$ cat src/rtl/seg7_scan_ctrl.sv
// Four-digit common-anode seven-segment scanner: steps the external digit mux,
// samples the returned nibble once per slot and drives registered SEG/AN/DP with a guard gap.
module seg7_scan_ctrl #(
  parameter int TICK_DIV = 50000,
  parameter int GUARD    = 4
) (
  input  logic       CLK,
  input  logic       RST_N,
  input  logic       EN,
  input  logic [3:0] Y_IN,
  input  logic       LZB,
  input  logic [3:0] DP_IN,
  output logic [1:0] SEL,
  output logic [3:0] AN,
  output logic [6:0] SEG,
  output logic       DP,
  output logic       FRAME
);

  localparam int            CW         = $clog2(TICK_DIV);
  localparam logic [CW-1:0] CNT_LAST   = CW'(TICK_DIV - 1);
  localparam logic [CW-1:0] CNT_SAMPLE = CW'(GUARD - 1);
  localparam logic [CW-1:0] CNT_ONE    = CW'(1);

  typedef enum logic {
    PH_GUARD = 1'b0,
    PH_DRIVE = 1'b1
  } phase_t;

  phase_t        r_phase;
  logic [CW-1:0] r_cnt;
  logic [1:0]    r_sel;
  logic [3:0]    r_an;
  logic [6:0]    r_seg;
  logic          r_dp;
  logic          r_frame;
  logic          r_zero3;
  logic          r_zero2;

  logic          w_wrap;
  logic          w_sample;
  logic          w_y_zero;
  logic          w_blank;
  logic [3:0]    w_an_drive;
  logic [6:0]    w_glyph;

  assign w_wrap     = (r_cnt == CNT_LAST);
  assign w_sample   = (r_phase == PH_GUARD) && (r_cnt == CNT_SAMPLE);
  assign w_y_zero   = (Y_IN == 4'd0);
  assign w_an_drive = ~(4'b0001 << r_sel);

  always_comb begin
    w_glyph = 7'h7F;
    unique case (Y_IN)
      4'h0: w_glyph = 7'h40;
      4'h1: w_glyph = 7'h79;
      4'h2: w_glyph = 7'h24;
      4'h3: w_glyph = 7'h30;
      4'h4: w_glyph = 7'h19;
      4'h5: w_glyph = 7'h12;
      4'h6: w_glyph = 7'h02;
      4'h7: w_glyph = 7'h78;
      4'h8: w_glyph = 7'h00;
      4'h9: w_glyph = 7'h10;
      4'hA: w_glyph = 7'h08;
      4'hB: w_glyph = 7'h03;
      4'hC: w_glyph = 7'h46;
      4'hD: w_glyph = 7'h21;
      4'hE: w_glyph = 7'h06;
      4'hF: w_glyph = 7'h0E;
      default: w_glyph = 7'h7F;
    endcase
  end

  // The scan visits digits upward, so the zero run from the top is kept as the most
  // recent zero flags of digits 3 and 2 rather than a single chained bit.
  always_comb begin
    w_blank = 1'b0;
    unique case (r_sel)
      2'd3:    w_blank = w_y_zero;
      2'd2:    w_blank = r_zero3 & w_y_zero;
      2'd1:    w_blank = r_zero3 & r_zero2 & w_y_zero;
      default: w_blank = 1'b0;
    endcase
    w_blank = w_blank & LZB;
  end

  always_ff @(posedge CLK) begin
    if (!RST_N) begin
      r_phase <= PH_GUARD;
      r_cnt   <= '0;
      r_sel   <= 2'd0;
      r_an    <= 4'hF;
      r_seg   <= 7'h7F;
      r_dp    <= 1'b1;
      r_frame <= 1'b0;
      r_zero3 <= 1'b0;
      r_zero2 <= 1'b0;
    end else if (!EN) begin
      r_phase <= PH_GUARD;
      r_cnt   <= '0;
      r_an    <= 4'hF;
      r_seg   <= 7'h7F;
      r_dp    <= 1'b1;
      r_frame <= 1'b0;
    end else begin
      r_frame <= 1'b0;
      if (w_wrap) begin
        r_cnt   <= '0;
        r_sel   <= r_sel + 2'd1;
        r_frame <= (r_sel == 2'd3);
        r_phase <= PH_GUARD;
        r_an    <= 4'hF;
        r_seg   <= 7'h7F;
        r_dp    <= 1'b1;
      end else begin
        r_cnt <= r_cnt + CNT_ONE;
        // Sample one cycle after SEL has settled; the result is held for the rest of the slot.
        if (w_sample) begin
          r_phase <= PH_DRIVE;
          r_an    <= w_an_drive;
          r_seg   <= w_blank ? 7'h7F : w_glyph;
          r_dp    <= ~DP_IN[r_sel];
          if (r_sel == 2'd3) r_zero3 <= w_y_zero;
          if (r_sel == 2'd2) r_zero2 <= w_y_zero;
        end
      end
    end
  end

  assign SEL   = r_sel;
  assign AN    = r_an;
  assign SEG   = r_seg;
  assign DP    = r_dp;
  assign FRAME = r_frame;

endmodule
$ cat config.mk
export PLATFORM = sky130hd
export DESIGN_NAME = seg7_scan_ctrl
export DESIGN_NICKNAME = d
export VERILOG_FILES = /design/src/rtl/seg7_scan_ctrl.sv
export SDC_FILE = /design/constraint.sdc
export NUM_CORES = 1
export LEC_CHECK = 0
export BUFFER_PORTS_ARGS = -buffer_cell sky130_fd_sc_hd__clkbuf_2
export CORE_UTILIZATION = 31
export DETAILED_ROUTE_END_ITERATION = 8
export GPL_TIMING_DRIVEN = 1
export HOLD_SLACK_MARGIN = 0.05
export SETUP_SLACK_MARGIN = 0.3
export SYNTH_ARGS = -nofsm -noshare
export SYNTH_HDL_FRONTEND = slang
export SYNTH_SLANG_ARGS = --single-unit
$ cat constraint.sdc
create_clock -name CLK -period 2.1 [get_ports CLK]
set_input_delay 0.315 -clock CLK [delete_from_list [all_inputs] [get_ports CLK]]
set_output_delay 0.315 -clock CLK [all_outputs]
set_load 0.005 [all_outputs]
### Word-level counts from Yosys, hierarchy flattened

Memories as Yosys holds them, arrays and structs flattened.
Cells that the tools add are included.

| word-level totals | value |
|---|---|
| output and inout bits | 15 |
| bits in registers | 34 |
| word-level logic and storage cells | 40 |
| memories kept | 1 |
| ROM bits | 112 |
| bits of input ports | 12 |

Memories:

| memory | depth | bits a word | rd ports | clocked after Yosys merged registers in | wr ports | line | source |
|---|---|---|---|---|---|---|---|
| (no name shown) | 16 | 7 | 1 | 0 | 0 | 54 | `unique case (Y_IN)` |

| operators by class | value |
|---|---|
| reductions and logical operators | 7 |
| add/subtract/negate cells | 2 |
| order comparisons | 1 |
| shift-type cells | 1 |
| muxes and demuxes | 4 |
| bitwise operators | 10 |
| eq/ne operators | 5 |

Operators by type and width:

| cell | count |
|---|---|
| $add 16x1->16 const B | 1 |
| $eq 16x16->1 const B | 1 |
| $eq 16x2->1 const B | 1 |
| $reduce_and 4->1 | 2 |
| $mux 7 | 1 |
| $not 1->1 | 5 |
| $and 1x1->1 | 4 |
| $eq 2x2->1 const B | 2 |
| $logic_not 4->1 | 1 |
| $not 4->4 | 1 |
| $shl 1x2->4 const A | 1 |
| $lt 2x3->1 const B | 1 |
| $pmux 1 s3 | 1 |
| $reduce_and 3->1 | 1 |
| $reduce_or 3->1 | 1 |
| $add 2x1->2 const B | 1 |
| $bmux 1 s2 | 1 |
| $eq 2x1->1 const B | 1 |
| $reduce_and 2->1 | 1 |
| $logic_and 1x1->1 | 1 |
| $mux 1 | 1 |

### Logic depth before layout (Yosys ltp)

Gate-level depths: netlist (run 1).

| depth | value |
|---|---|
| depth after elaboration | 5 |
| depth in mapped cells | 7 |
| depth with buffers taken out | 7 |

### Worst setup path after synthesis (run 1)

OpenSTA, ideal clock, no wires.

| timing | value |
|---|---|
| kind | reg-to-reg |
| start | register r_sel[0], in the netlist SEL[0] |
| end | register r_seg[2], in the netlist SEG[2] |
| path buffers | 0 |
| period minus slack after synthesis | 1.893 ns |
| library setup time | 0.079 ns |
| arrival time | 1.814 ns |
| required time | 2.021 ns |
| cell stages (with the launch flop) | 7 |
| setup slack | 0.207 ns |
| cell sequence | dfxtp_1 inv_1 ha_1 a31oi_1 nor4bb_1 a311oi_1 o211ai_1 |

| between the ends | value |
|---|---|
| word-level cells in the longest chain between the ends | 4 |
| elaborated cells between the ends (all ways) | 6 |
| classes of those cells | eq/ne: 3; mux: 2; bitwise: 1 |

Ends and longest elaborated chain:

| what | line | source |
|---|---|---|
| start: declaration | 32 | `logic [1:0] r_sel;` |
| start signal: assignment | 110 | `r_sel <= r_sel + 2'd1;` |
| $eq 2x1->1 / $eq 2x2->1 (equally long branches) | 79 | `unique case (r_sel)` |
| $pmux 1 s3 (*) | 79 |  |
| $and 1x1->1 (*) | 85 | `w_blank = w_blank & LZB;` |
| $mux 7 (*) | 122 | `r_seg <= w_blank ? 7'h7F : w_glyph;` |
| end signal: assignment | 122 |  |
| end: declaration | 34 | `logic [6:0] r_seg;` |

Every way passes the cells marked *; elsewhere a longest branch is shown, timed or not.
A chain may end at the register's enable or synchronous reset.

### Worst setup path in the final report (run 1)

| timing | value |
|---|---|
| start | register r_cnt[11] |
| end | register r_sel[0], in the netlist SEL[0] |

| between the ends | value |
|---|---|
| word-level cells in the longest chain between the ends | 2 |

Ends and longest elaborated chain:

| what | line | source |
|---|---|---|
| start: declaration | 31 | `logic [CW-1:0] r_cnt;` |
| start signal: assignment | 117 | `r_cnt <= r_cnt + CNT_ONE;` |
| $eq 16x16->1 | 47 | `assign w_wrap = (r_cnt == CNT_LAST);` |
| $reduce_and 2->1 (no source line) | n/a |  |

No other way between the ends.

==> results.txt, run 1 <==
Setup repair after global routing could not meet its margin everywhere. In the final routed layout, each cell accounts on average for 12.52 um. The worst-margin pin slew was 329.5 ps.

Global routing consumed, on the met2 layer, 22.86% of the routing resources. The post-route clock skew was 6.829 ps; the number of flops mapped to enable cells by yosys was 0. Detailed routing inserted a total of 1463 vias. The pre-antenna-repair detailed-routing pass consisted of 4 iterations.

The post-route netlist has 31.36% of its cells at a drive strength greater than 1. Dividing total power by cell area gives a power density of 543.8 nW/um^2. TritonCTS built the clock tree. The number of warning messages in the yosys log was 0. The repair_antennas step left the layout with diodes totalling 0. Row generation in the floorplan step produced 26 rows. In this run the tool buffered the top-level ports with 26 buffer cells. The clock passes through at most 2 buffers. The number of nets in the final layout came out at 259. The part of the cycle the worst path needs is 88.83%.

The post-route total power was 1239 uW. Measured against its own limit, the worst slew margin works out to 77.90%. TritonCTS created 5 clock buffers. The clock period could shrink to 1865 ps. VDD sags by at most 0.2736 mV. Clock-pin slew was measured on the worst setup and hold paths at 70 ps. The congestion estimate from routability-driven global placement came to 0.7824. Setup violations remaining at the end of the flow were counted as 0.

The logs give 0.5361 GHz for the maximum achievable frequency and 0 for the count of max-cap constraint violations. The run gives 0 ps as the total negative slack. The tools report the required time reported for the critical path endpoint as 2280 ps.

Once detail routing completed, the nets flagged for antenna violations numbered 0. The die is 76.71 um tall. In this run the most used layer during global routing was met2. The logs give 18.48% for the global-route track usage on met1 and 0.0009813 uW for the standby leakage power. The run finished with clean final reports. The classification of the worst-slack hold path was in2reg. The floorplan step defined a core boundary enclosing 5238 um^2.

Of all flip-flops after synthesis, the portion carrying an async set or reset was 0%. The startpoint kind of the worst setup timing path is a flop. Registers take 684.4 um^2. The max-slew violation count was 0. Number of top-level pins: 27.

For the number of global-route vias before repair, the log shows 1452. The critical path is of the reg2reg type. For this run, the leading register cell type out of synthesis is sky130_fd_sc_hd__dfxtp_1. Overflow left after global routing: 0. In the final layout, the multi-input gates occupy 1070 um^2.

After the first detailed-routing iteration, the DRC count stood at 55. The die outline area was 5884 um^2; the horizontal die dimension was 76.71 um. The final layout contains routed wiring with a total length of 3831 um. Number of antenna violations at the first check in global routing: 0.

Sequential elements use 39.33% of the synthesized area. The setup slack at placement was 69.61 ps. The commonest non-fill, non-tap cell in the layout is sky130_fd_sc_hd__dfxtp_1. Synthesis produced a netlist with a net count of 216. Global routing used 14.44% of the available tracks. The tools report the fraction of met3 tracks used by global routing as 3.929%. Synthesis produced a netlist whose cell count is 192.

Entering global routing, the biggest net connects 16 pins. The final hold violation count is 0. The via density per instance is 4.781, and the arrival time at the worst endpoint is 2050 ps. The clock net in this run drives a total of 34 sinks.

In this run, synthesis produced a sequential element count of 34. In this run the number of H-tree levels came out at 2. Along the worst path, the maximum fanout reaches 3.

The number of distinct library cells after synthesis came out at 37. The cell sitting at the root of the clock tree is a sky130_fd_sc_hd__clkbuf_8. The library cells used most frequently in the layout, excluding fill and tap cells, are sky130_fd_sc_hd__dfxtp_1 (31), sky130_fd_sc_hd__nor2_1 (28), sky130_fd_sc_hd__clkbuf_2 (26), sky130_fd_sc_hd__nand2_1 (16), sky130_fd_sc_hd__buf_4 (13). The first global-routing pass estimated 6755 um of wire. In the routed design, unresolved DRC markers number 0. The layout-stage area growth over the synthesis result is 31.67%, and the post-DP HPWL is 2597 um. A synthesized cell averages 9.013 um^2. After filler insertion, the fill cell instance count of the layout stands at 515. The area of the mapped netlist is 1730 um^2. The initial utilization of the core area, before any placement, comes to 33.04%.

The clock reaches the later pin of the worst-skew pair after 290 ps. The worst setup path is captured at a flop. The final worst-path setup slack came out at 234.5 ps.
==> timing repair <==
action / 4_1_cts / 5_1_grt
resized for setup: 12 / 17
pin swaps: 1 / 7
setup buffers: 3 / 3
setup endpoints to repair: 17 / 33
hold buffers: 0 / 0
cloned: 3 / 0
==> cell type report <==
| type | instances | area share, % |
|---|---|---|
| timing repair buffer | 43 | 14.00 |
| multi-input combinational | 144 | 46.95 |
| clock inverter | 1 | 0.2197 |
| clock buffer | 7 | 3.789 |
| tap | 70 | 3.844 |
| inverter | 7 | 1.153 |
| sequential | 34 | 30.04 |
==> synthesized netlist by cell type, drive strengths merged (2+ instances only) <==
cell type	n	area share [%]
dfxtp	34	39
nor2	28	6.1
nand2	16	3.5
ha	12	8.7
nand3	11	3.5
xnor2	9	4.6
o211ai	8	3.5
inv	7	1.5
and3	6	2.3
buf	6	2.5
xor2	6	3.0
a21oi	5	1.4
nor3	5	1.4
o21ai	5	1.4
mux2i	4	2.3
nand4	3	1.1
nor3b	3	1.3
nor4	3	2.0
a211oi	2	0.87
a311oi	2	1.0
and2	2	0.72
clkbuf	2	0.43
mux4	2	2.6
nor2b	2	0.72
or4	2	1.1
==> per-layer routing <==
layer	wire [um]	vias up
li1	-	757
met1	1892	681
met5	0	-
met2	1764	19
met3	109	6
met4	64	0
==> path summary, 6_finish.rpt <==
path | cells past startpoint | slack (ps) | startpoint | end
setup / recovery | 6 | 230 | r_cnt[11] | SEL[0]
hold / removal | 3 | 350 | RST_N | FRAME
setup reg to reg | 6 | 230 | r_cnt[11] | SEL[0]
hold reg to reg | 1 | 450 | r_cnt[0] | r_cnt[0]
==> critical path: stages, from the launching register on <==
cell and delay (ps):
sky130_fd_sc_hd__dfxtp_2 320, sky130_fd_sc_hd__or4_4 540, sky130_fd_sc_hd__nor4_4 220, sky130_fd_sc_hd__buf_4 190
sky130_fd_sc_hd__nand4_1 180, sky130_fd_sc_hd__xnor2_1 170, sky130_fd_sc_hd__and2_1 150
==> state kept, by name, summed over array words and instances (netlist names) <==
signal and flops:
r_zero2 1, DP 1, SEL 2, FRAME 1, AN 4, r_phase 1, r_zero3 1, r_cnt 16
SEG 7
==> report_power, final <==
part           total, uW  switching (uW)  internal (uW)
Clock                496             231            264
Combinational       93.9            51.3           42.6
Sequential           649            1.98            647
==> metrics by stage <==
stage,utilization [%],cells,cell area (um^2),hold slack [ps]
after global routing,43.50,306,2278,372.9
after floorplan,-,192,1737,417.9
after CTS,41.85,303,2192,343.9
after global placement,37.65,289,1972,432.0
final,43.50,306,2278,353.4
after detailed placement,37.65,289,1972,435.2
==> kinds of logic (layout without fill, tap and decap cells) <==
| family | after synthesis | count (layout) | synth area share (%) |
|---|---|---|---|
| AO/OA/AOI/OAI | 26 | 26 | 9.979 |
| AND/OR/NAND/NOR | 84 | 85 | 25.09 |
| flip-flops | 34 | 34 | 39.33 |
| buffers and inverters | 15 | 58 | 4.411 |
| XOR/XNOR | 15 | 15 | 7.592 |
| adder cells (fa/ha/maj) | 12 | 12 | 8.677 |
| multiplexers | 6 | 6 | 4.917 |
Power figures use the tool's default switching activity.
==> inputs of run 2 (changes only) <==
--- a/config.mk
+++ b/config.mk
@@ -10,7 +10,6 @@
 export DETAILED_ROUTE_END_ITERATION = 8
 export GPL_TIMING_DRIVEN = 1
 export HOLD_SLACK_MARGIN = 0.05
-export SETUP_SLACK_MARGIN = 0.3
 export SYNTH_ARGS = -nofsm -noshare
 export SYNTH_HDL_FRONTEND = slang
 export SYNTH_SLANG_ARGS = --single-unit
==> results.txt, run 2 (same netlist as run 1, synthesis figures left out) <==
The run finished with clean final reports. The total of cells resized after clock tree synthesis came out at 0. The hold-critical path depth works out to 3. 0 antenna diodes ended up in the layout. Detailed placement finished with a half-perimeter wire length of 2554 um. Headroom to the max-slew limit: 70.83%. The H-tree was split into 2 levels. The first detailed-routing pass took 4 iterations. The worst register-to-register path has a setup slack of 140 ps. The wire length reported by the detailed router was 3418 um. TritonCTS built the clock tree. Hold path startpoint: RST_N.

The logs give 0.7743 for the final RePlAce weighted congestion and 33.04% for the starting density of the core. The filler cells instantiated in the layout total 546. Once detail routing completed, the nets flagged for antenna violations numbered 0. The number of buffers inserted by port buffering is 26, and the clock-pin slew of the registers on the worst-case setup and hold paths is 70 ps. Buffers inserted during clock tree synthesis total 5. The die covers 5884 um^2. The tools report the placeable core area as 5238 um^2. The maximum achievable frequency is 0.5104 GHz, and the arrival time at the worst endpoint is 2140 ps.

Along the worst path, the maximum fanout reaches 14. The destination of the critical timing path is r_cnt[1]. In this run, post-CTS hold repair placed 0 buffers. The vertical die dimension came out at 76.71 um. The cell type of the slowest stage on the worst timing path was sky130_fd_sc_hd__or4_4. The run gives 290 ps as the worst-skew pair later-pin latency. The number of top-level pins is 27, and the summed area of non-filler cells in the final layout is 2108 um^2. The worst path needs 1959 ps of the cycle, external delays included.

Number of rows created at floorplan: 26. Number of cells on the critical path: 6. Share of layout cells above drive strength 1: 21.68%.

The largest register by flop count was r_cnt. The tools report the maximum ir drop on the vdd rail as 0.3719 mV. The kind of capture point of the worst setup path was a flop. Setup violations remaining at the end of the flow were counted as 0. The power density relative to cell area is 690.1 nW/um^2, and the deepest clock path buffer count is 2. The path class of the tightest hold or removal check is in2reg.

Global routing finished with a remaining overflow of 0. Capturing point of the worst reg2reg path: r_cnt[1]. The number of remaining DRC errors came out at 0. The category of cells accounting for the largest share of critical-path delay is simple AND/OR/NAND/NOR gates.

Setup repair after global routing left no endpoint under its margin. The number of cell instances on the worst register-to-register path came out at 6. The count of max-cap constraint violations is 0, and the number of antenna violations at the first check in global routing is 0.

After detailed routing, the average wire length per cell comes to 11.55 um. Entering global routing, the biggest net connects 20 pins. The setup slack at placement is 116.9 ps, and the final hold violation count is 0. The tree is rooted in a sky130_fd_sc_hd__clkbuf_8. The critical path startpoint was r_cnt[10]. The via density per instance is 4.578. The critical path goes through or4_4 > nor4_4 > buf_4 > nand3_2 > and3_1 > and2_1. In the post-route analysis, the smallest setup slack over all paths is 140.9 ps. The run gives 34 as the number of sinks on the clock net. The first routing iteration left 36 violations. The post-route clock skew came out at 9.246 ps. From synthesis to final layout, the design area changed by 21.84%. The combined buffer and inverter count along the critical path came out at 1. The flip-flop count of the largest register after layout works out to 16.

For the total negative slack, the log shows 0 ps. For the max-slew violation count, the log shows 0. Global-route wire length before repair: 6147 um. The total number of vias is 1355. The logs give 1341 for the number of global-route vias before repair and 13.03% for the overall track demand over capacity in global routing. On the worst path, the slowest cell contributes a delay of 530 ps.

The tools report the required time reported for the critical path endpoint as 2280 ps. The final design utilization came out at 40.25%. For this design the static power due to leakage is 0.0009004 uW.

The library cells used most frequently in the layout, excluding fill and tap cells, are sky130_fd_sc_hd__dfxtp_1 (34), sky130_fd_sc_hd__nor2_1 (28), sky130_fd_sc_hd__clkbuf_2 (26), sky130_fd_sc_hd__nand2_1 (16), sky130_fd_sc_hd__ha_1 (12). The net count of the finished layout is 249. The number of setup buffers added after CTS came out at 0. Part of the cycle the worst path needs: 93.29%. Post-route total power: 1455 uW.

The startpoint kind of the worst setup timing path was a flop. Launch point of the worst reg-to-reg path: r_cnt[10]. In this run the cell area measured after placement is 1971 um^2.

At the pin with the least slew margin, the transition time is 437.6 ps. The floorplan step set the die width to 76.71 um. The path type of the worst setup path was reg2reg.

The library cell used most frequently in the layout, excluding fill and tap cells, is sky130_fd_sc_hd__dfxtp_1.
run 2: changes by cell type in the layout (fill, tap and decap cells not counted), sizes merged:
| cell | before | now |
|---|---|---|
| and3 | 7 | 6 |
| buf | 15 | 8 |
| bufbuf | 2 | 0 |
| bufinv | 0 | 2 |
| clkbuf | 33 | 31 |
run 2: metrics by stage:
stage          instances  hold slack (ps)
3_3_place_gp         288            437.9
5_1_grt              296            357.8
4_1_cts              296            351.3
2_1_floorplan        192            417.9
6_report             296            356.1
3_5_place_dp         288            446.3
run 2: cell type report:
type / instances / area (um^2) / area share [%]
well taps: 70 / 87.58 / 4.154
flip-flops and latches: 34 / 680.7 / 32.28
clock inverters: 3 / 68.82 / 3.264
repair buffers: 34 / 202.7 / 9.614
multi-input cells: 143 / 973.4 / 46.17
inverters: 7 / 26.28 / 1.246
clock buffers: 5 / 68.82 / 3.264
run 2: tightest hold or removal path, cell delays in order:
cell and delay, ps:
sky130_fd_sc_hd__clkbuf_2 150, sky130_fd_sc_hd__nand2_1 90, sky130_fd_sc_hd__nor2_1 40
run 2: report_power, final:
part / switching, uW / total [uW] / internal [uW] / leakage (uW)
Sequential: 2.00 / 649 / 647 / 0.000275
Clock: 252 / 728 / 476 / 0.0000683
Combinational: 45.4 / 77.8 / 32.3 / 0.000557
run 2: worst min-delay path by stage:
| stage | end | slack, ps |
|---|---|---|
| global placement | r_cnt[0] | 440 |
| CTS | FRAME | 350 |
| floorplan | r_cnt[0] | 420 |
| detailed placement | r_zero2 | 450 |
| global route | FRAME | 360 |
| finish | FRAME | 360 |
run 2: per-layer routing:
layer	vias to the layer above	part of all wire, %	global-route usage, %
met3	5	4.9	3.810
met4	0	1.4	5.769
li1	736	-	-
met2	28	44	20.00
met1	586	50	16.79
met5	-	0	0
